`src/rtl/ad_ascii_fmt.sv`:
```
// ad_ascii_fmt: snapshots per-channel BCD voltages and sign bytes, then streams one ASCII
// frame over a valid/ready byte handshake. Define FMT_CHECKSUM_EN to append "*HH\r\n".
module ad_ascii_fmt #(
    parameter int unsigned NUM_CH = 8
) (
    input  logic        clk,
    input  logic        ad_reset,
    input  logic        start,
    input  logic [19:0] ch1_dec,
    input  logic [19:0] ch2_dec,
    input  logic [19:0] ch3_dec,
    input  logic [19:0] ch4_dec,
    input  logic [19:0] ch5_dec,
    input  logic [19:0] ch6_dec,
    input  logic [19:0] ch7_dec,
    input  logic [19:0] ch8_dec,
    input  logic [7:0]  ch1_sig,
    input  logic [7:0]  ch2_sig,
    input  logic [7:0]  ch3_sig,
    input  logic [7:0]  ch4_sig,
    input  logic [7:0]  ch5_sig,
    input  logic [7:0]  ch6_sig,
    input  logic [7:0]  ch7_sig,
    input  logic [7:0]  ch8_sig,
    input  logic        tx_ready,
    output logic [7:0]  tx_data,
    output logic        tx_valid,
    output logic        busy,
    output logic        frame_done
);

    localparam logic [2:0] LAST_CH   = 3'(NUM_CH - 1);
    localparam logic [3:0] LAST_BYTE = 4'd13;

`ifdef FMT_CHECKSUM_EN
    typedef enum logic [1:0] {StIdle, StSend, StCsum, StDone} state_t;
`else
    typedef enum logic [1:0] {StIdle, StSend, StDone} state_t;
`endif

    state_t      state_q, state_d;
    logic [3:0]  byte_q, byte_d;
    logic [2:0]  ch_q, ch_d;
    logic [7:0]  data_q, data_d;
    logic        valid_q, valid_d;
    logic        busy_q, busy_d;
    logic        done_q, done_d;
    logic        xfer;
`ifdef FMT_CHECKSUM_EN
    logic [7:0]  csum_q, csum_d;
    logic [2:0]  cidx_q, cidx_d;
`endif

    logic [19:0] dec_in     [8];
    logic [7:0]  sig_in     [8];
    logic [19:0] snap_dec_q [8];
    logic [7:0]  snap_sig_q [8];

    assign dec_in[0] = ch1_dec;
    assign dec_in[1] = ch2_dec;
    assign dec_in[2] = ch3_dec;
    assign dec_in[3] = ch4_dec;
    assign dec_in[4] = ch5_dec;
    assign dec_in[5] = ch6_dec;
    assign dec_in[6] = ch7_dec;
    assign dec_in[7] = ch8_dec;
    assign sig_in[0] = ch1_sig;
    assign sig_in[1] = ch2_sig;
    assign sig_in[2] = ch3_sig;
    assign sig_in[3] = ch4_sig;
    assign sig_in[4] = ch5_sig;
    assign sig_in[5] = ch6_sig;
    assign sig_in[6] = ch7_sig;
    assign sig_in[7] = ch8_sig;

    function automatic logic [7:0] digit_char(input logic [3:0] d);
        return (d > 4'd9) ? 8'h3F : {4'h3, d};
    endfunction

    function automatic logic [7:0] sign_char(input logic [7:0] s);
        return (s == 8'h2B || s == 8'h2D) ? s : 8'h20;
    endfunction

    // Byte idx of the line for channel ch (0-based); layout "CHn:Sd.ddddV\r\n".
    function automatic logic [7:0] line_byte(input logic [3:0]  idx,
                                             input logic [2:0]  ch,
                                             input logic [19:0] dec,
                                             input logic [7:0]  sig);
        logic [7:0] b;
        case (idx)
            4'd0:    b = 8'h43;
            4'd1:    b = 8'h48;
            4'd2:    b = 8'h31 + {5'd0, ch};
            4'd3:    b = 8'h3A;
            4'd4:    b = sign_char(sig);
            4'd5:    b = digit_char(dec[19:16]);
            4'd6:    b = 8'h2E;
            4'd7:    b = digit_char(dec[15:12]);
            4'd8:    b = digit_char(dec[11:8]);
            4'd9:    b = digit_char(dec[7:4]);
            4'd10:   b = digit_char(dec[3:0]);
            4'd11:   b = 8'h56;
            4'd12:   b = 8'h0D;
            4'd13:   b = 8'h0A;
            default: b = 8'h00;
        endcase
        return b;
    endfunction

`ifdef FMT_CHECKSUM_EN
    function automatic logic [7:0] hex_char(input logic [3:0] n);
        return (n > 4'd9) ? (8'h37 + {4'h0, n}) : {4'h3, n};
    endfunction

    function automatic logic [7:0] csum_byte(input logic [2:0] idx, input logic [7:0] x);
        logic [7:0] b;
        case (idx)
            3'd0:    b = 8'h2A;
            3'd1:    b = hex_char(x[7:4]);
            3'd2:    b = hex_char(x[3:0]);
            3'd3:    b = 8'h0D;
            3'd4:    b = 8'h0A;
            default: b = 8'h00;
        endcase
        return b;
    endfunction
`endif

    // Snapshot is plain data; it only matters once a frame has started.
    always_ff @(posedge clk) begin
        if (!ad_reset && state_q == StIdle && start) begin
            for (int i = 0; i < 8; i++) begin
                snap_dec_q[i] <= dec_in[i];
                snap_sig_q[i] <= sig_in[i];
            end
        end
    end

    always_ff @(posedge clk) begin
        if (ad_reset) begin
            state_q <= StIdle;
            byte_q  <= 4'd0;
            ch_q    <= 3'd0;
            data_q  <= 8'h00;
            valid_q <= 1'b0;
            busy_q  <= 1'b0;
            done_q  <= 1'b0;
`ifdef FMT_CHECKSUM_EN
            csum_q  <= 8'h00;
            cidx_q  <= 3'd0;
`endif
        end else begin
            state_q <= state_d;
            byte_q  <= byte_d;
            ch_q    <= ch_d;
            data_q  <= data_d;
            valid_q <= valid_d;
            busy_q  <= busy_d;
            done_q  <= done_d;
`ifdef FMT_CHECKSUM_EN
            csum_q  <= csum_d;
            cidx_q  <= cidx_d;
`endif
        end
    end

    assign xfer = valid_q & tx_ready;

    always_comb begin
        state_d = state_q;
        byte_d  = byte_q;
        ch_d    = ch_q;
        data_d  = data_q;
        valid_d = valid_q;
        busy_d  = busy_q;
        done_d  = 1'b0;
`ifdef FMT_CHECKSUM_EN
        csum_d  = csum_q;
        cidx_d  = cidx_q;
`endif
        case (state_q)
            StIdle: begin
                if (start) begin
                    state_d = StSend;
                    byte_d  = 4'd0;
                    ch_d    = 3'd0;
                    data_d  = 8'h43;
                    valid_d = 1'b1;
                    busy_d  = 1'b1;
`ifdef FMT_CHECKSUM_EN
                    csum_d  = 8'h00;
`endif
                end
            end
            StSend: begin
                if (xfer) begin
`ifdef FMT_CHECKSUM_EN
                    csum_d = csum_q ^ data_q;
`endif
                    if (byte_q == LAST_BYTE) begin
                        byte_d = 4'd0;
                        if (ch_q == LAST_CH) begin
`ifdef FMT_CHECKSUM_EN
                            state_d = StCsum;
                            cidx_d  = 3'd0;
                            data_d  = csum_byte(3'd0, 8'h00);
`else
                            state_d = StDone;
                            valid_d = 1'b0;
                            busy_d  = 1'b0;
                            done_d  = 1'b1;
`endif
                        end else begin
                            ch_d   = ch_q + 3'd1;
                            data_d = 8'h43;
                        end
                    end else begin
                        byte_d = byte_q + 4'd1;
                        data_d = line_byte(byte_q + 4'd1, ch_q, snap_dec_q[ch_q],
                                           snap_sig_q[ch_q]);
                    end
                end
            end
`ifdef FMT_CHECKSUM_EN
            StCsum: begin
                // csum_q already holds the XOR of the whole body by the time '*' is shown.
                if (xfer) begin
                    if (cidx_q == 3'd4) begin
                        state_d = StDone;
                        valid_d = 1'b0;
                        busy_d  = 1'b0;
                        done_d  = 1'b1;
                    end else begin
                        cidx_d = cidx_q + 3'd1;
                        data_d = csum_byte(cidx_q + 3'd1, csum_q);
                    end
                end
            end
`endif
            StDone: begin
                state_d = StIdle;
            end
            default: begin
                state_d = StIdle;
            end
        endcase
    end

    assign tx_data    = data_q;
    assign tx_valid   = valid_q;
    assign busy       = busy_q;
    assign frame_done = done_q;

endmodule

```
`config.mk`:
```
export PLATFORM = sky130hd
export DESIGN_NAME = ad_ascii_fmt
export DESIGN_NICKNAME = d
export VERILOG_FILES = /design/src/rtl/ad_ascii_fmt.sv
export SDC_FILE = /design/constraint.sdc
export NUM_CORES = 1
export LEC_CHECK = 0
export CAP_MARGIN = 20
export CORE_ASPECT_RATIO = 0.6
export CORE_MARGIN = 5
export CORE_UTILIZATION = 45
export CTS_CLUSTER_DIAMETER = 100
export DETAILED_ROUTE_END_ITERATION = 16
export GPL_TIMING_DRIVEN = 0
export PLACE_DENSITY = 0.77
export SLEW_MARGIN = 10
export SYNTH_ARGS = -nofsm -noshare
export SYNTH_HDL_FRONTEND = slang
export SYNTH_SLANG_ARGS = --single-unit
```
`constraint.sdc`:
```
create_clock -name clk -period 22.8 [get_ports clk]
set_clock_uncertainty 0.15 [all_clocks]
set_input_delay 6.84 -clock clk [delete_from_list [all_inputs] [get_ports clk]]
set_output_delay 6.84 -clock clk [all_outputs]
set_load 0.03 [all_outputs]
```
-- Yosys cells after proc, flatten, opt, wreduce, memory -nomap -nowiden
Memories as Yosys holds them, arrays and structs flattened. A register that Yosys moved wholly into a read port is not among the register bits.
Cells that the tools add are included.
- output and inout port bits: 11
- bits in writable memories: 224
- bits in registers: 19
- logic and storage cells: 95
- input bits: 228
- memories kept: 2
- bitwise gates (word level): 4
- add/subtract/negate cells: 3
- eq/ne operators: 24
- reductions and logical operators: 13
- multiplexer cells: 38
- magnitude comparators: 5
- memories (memory ; words ; width ; rd ports ; clocked after memory_dff ; write ports ; line ; source):
    snap_dec_q ; 8 ; 20 ; 1 ; 1 ; 8 ; 56 ; logic [19:0] snap_dec_q [8];
    snap_sig_q ; 8 ; 8 ; 1 ; 1 ; 8 ; 57 ; logic [7:0] snap_sig_q [8];
- operators with widths (operator ; count):
    8-bit case mux with 14 select lines ; 1
    8-bit 2-to-1 mux ; 5
    4-bit 2-to-1 mux ; 8
    4-bit == test, second input constant ; 7
    3-bit 2-to-1 mux ; 8
    4-bit > comparator, second input constant ; 5
    4-bit by 3-bit == test with 1-bit output, second input constant ; 4
    8-bit by 6-bit == test with 1-bit output, second input constant ; 2
    8-bit case mux with 2 select lines ; 1
    2-bit inequality test, second input constant ; 5
    5-bit AND reduction ; 2
    4-bit by 2-bit == test with 1-bit output, second input constant ; 2
    2-bit 2-to-1 mux ; 4
    4-bit case mux with 2 select lines ; 1
    4-bit AND reduction ; 2
    6-bit by 3-bit adder with 7-bit output, first input constant ; 1
    1-bit 2-to-1 mux ; 7
    3-bit case mux with 2 select lines ; 1
    4-bit by 1-bit adder with 4-bit output, second input constant ; 1
    4-bit by 1-bit == test with 1-bit output, second input constant ; 1
    4-bit zero test ; 1
    2-bit case mux with 2 select lines ; 1
    4-bit OR reduction ; 1
    3-bit by 1-bit adder with 3-bit output, second input constant ; 1
    12 further kinds ; 15

-- Logic depth before layout (Yosys ltp)
- depth in word-level cells: 7
- mapped depth: 11
- depth with buffers taken out: 9

-- Least setup slack after synthesis
Ideal clock, no wire load.
- path type: in2reg
- from: input ad_reset
- to: memory snap_dec_q[0][0] (enable)
- stages on the path: 2
- arrival: 22.276 ns
- buffers on the path: 1
- setup slack: -0.708 ns
- library setup time: 1.082 ns
- data required time: 21.568 ns
- cell sequence: clkbuf_1 > nor3_1
- RTL lines (what ; line ; source):
    from (decl) ; 7 ; input logic ad_reset,
    to (decl) ; 56 ;

==> metrics.yaml <==
outcome: "finished, final reports clean"
start_util: 0.455
hold_viol: 0
grt_max_degree: 21
fin_crit_ns: 9.20
grt_overflow: 0
synth_edf_count: 224
die_w_um: 202
ir_worst_vdd_mv: 0.0486
endpoint_kind: "register"
crit_arrival_ns: 9.26
drtIter0Drc: 502
die-area_um2: 25400
required_ns: 22.86
cts_repair_resize_count: 0
tns_ns: 0
area_growth_pct: 37.1
io_pins: 239
clk_latency_ns: 0.51
grt_pass1_wl_mm: 41.0
yosysUniqueCellTypes: 67
place.detailed.hpwl_mm: 21.2
critPathLaunchType: "input pin"
rows: 42
die_h_um: 125
numCtsBuffers: 23
syn_nets: 848
final_cell_mix: "clkdlybuf4s50_1 (237), edfxtp_1 (224), nand2_1 (36)"
ys_ff_latch: 246
nFillCells: 1633
route.detailed.drc: 0
crit_fanout: 20
nets: 1124
maxCapViolCount: 0
numPortBuffers: 237
max_freq_mhz: 109
powerDensity_nw_per_um2: 70.0
vias: 6581
seq_area_frac_synth: 0.717
hold_class: "register to register"
syn_area_um2: 10000
post-route-period-util: 0.403
grt_usage: 0.212
slew_headroom: 0.409
layout-drive-gt1-share: 0.110
cts-root-buf: "clkbuf_16"
placed_cells: 1150
rsz0062_at_grt: "false"
cts.reportedPaths.clkPinSlew_ns: 0.06
slew_violations: 0
synth.avg_cell_area_um2: 16.3
antenna_found_initial: 2
cts_tree: "yes"
dr.pass1.iters: 5
synth_flop_cell: "edfxtp_1"
wire_per_inst_um: 23.1
clockBufferDepth: 3
rrSetupSlack_ns: 19.58
cts_max_level: 1
yosysWarnings: 0
gp_congestion: 0.922
ys_async_sr_fraction: 0
via_per_inst: 5.52
synth_cells: 614
mostFrequentLayoutCell: "clkdlybuf4s50_1"
grt_pass1_vias: 6762
setup_viol: 0
ant_nets: 0
fin_util: 0.624
coreArea_um2: 22000
cts_setup_buffers: 0
drt-total-wl_mm: 27.5
layout.cells.non_filler: 1192
critPathKind: "input pin to register"
cts_hold_buf: 0
p_leak_nw: 4.50
clkSinkCount: 246
worst_slew_pin_slew_ns: 0.884
-- critical path, cell delays in order --
cell and delay, ns:
clkdlybuf4s50_1 0.49, nand2b_1 0.16, nor3_4 0.72, buf_16 0.24
buf_8 0.20, buf_8 0.19, buf_8 0.17, buf_8 0.20
-- sequential cells by signal, indices dropped and copies added (netlist names), named ones only --
register    count
snap_dec_q    160
snap_sig_q     64
tx_data         8
byte_q          4
ch_q            3
state_q         2
busy            1
frame_done      1
-- final cells by class --
type	instances	area, um2	area share
inverters	8	30.0	0.00219
flip-flops and latches	246	7170	0.522
repair buffers	251	2640	0.192
multi-input cells	331	2660	0.194
clock inverters	12	93.8	0.00684
well taps	286	358	0.0261
clock buffers	28	614	0.0448
plain buffers	29	160	0.0117
diodes	1	2.50	0.000182
-- report_power, final --
| group | leakage [nW] | switching, mW | total, mW | internal, mW |
|---|---|---|---|---|
| logic | 1.90 | 0.0307 | 0.0805 | 0.0498 |
| clock network | 0.347 | 0.159 | 0.363 | 0.204 |
| registers | 2.25 | 0.00488 | 0.516 | 0.511 |
| total | 4.50 | 0.195 | 0.960 | 0.765 |
-- cell usage after synthesis (all sizes together), types with 9 or more instances --
library cell  number  share of area
nor2b              9         0.0056
nand3             15         0.0075
nand2b            18          0.011
nor3              16         0.0080
edfxtp           224           0.67
o21ai             17         0.0085
mux4              26          0.060
mux2              12          0.014
a21oi             19         0.0095
buf               17          0.012
nor2              33          0.012
dfxtp             22          0.044
mux2i             33          0.033
nand2             36          0.014
clkbuf            12         0.0045
-- cells by family after synthesis --
group | Yosys count | synth area share
compound gates | 97 | 0.0687
xor+xnor | 6 | 0.00525
fa+ha+maj | 7 | 0.00851
buf+inv | 37 | 0.0190
flops | 246 | 0.717
mux | 71 | 0.107
simple gates | 150 | 0.0754
-- through the flow --
step / hold slack, ns / setup WS (ns) / instance area, um2 / power, mW
floorplan: 0.327 / 6.34 / 10000 / 0.554
global placement: 0.294 / 2.71 / 12700 / 0.606
detailed placement: 0.300 / 13.08 / 13000 / 0.606
CTS: 0.314 / 13.60 / 13700 / 0.968
global route: 0.335 / 13.45 / 13700 / 0.992
finish: 0.314 / 13.60 / 13700 / 0.960
-- path summary, 6_finish.rpt --
path / startpoint / end / cells after the start
max: start / snap_dec_q[6][5] / 8
min: tx_data[3] / tx_data[3] / 2
max reg2reg: register / tx_data[1] / 8
min reg2reg: tx_data[3] / tx_data[3] / 2
-- metal layers --
metal  GRT usage  part of all wire  wire (um)  vias to the layer above
li1            -                 -          -                     3001
met2       0.311              0.43      11800                      300
met5           0           0.00073         20                        -
met3      0.0494             0.090       2490                       33
met4      0.0343             0.014        397                        4
met1       0.329              0.47      12800                     3243
Note: power is estimated with default switching activity, not from simulation.
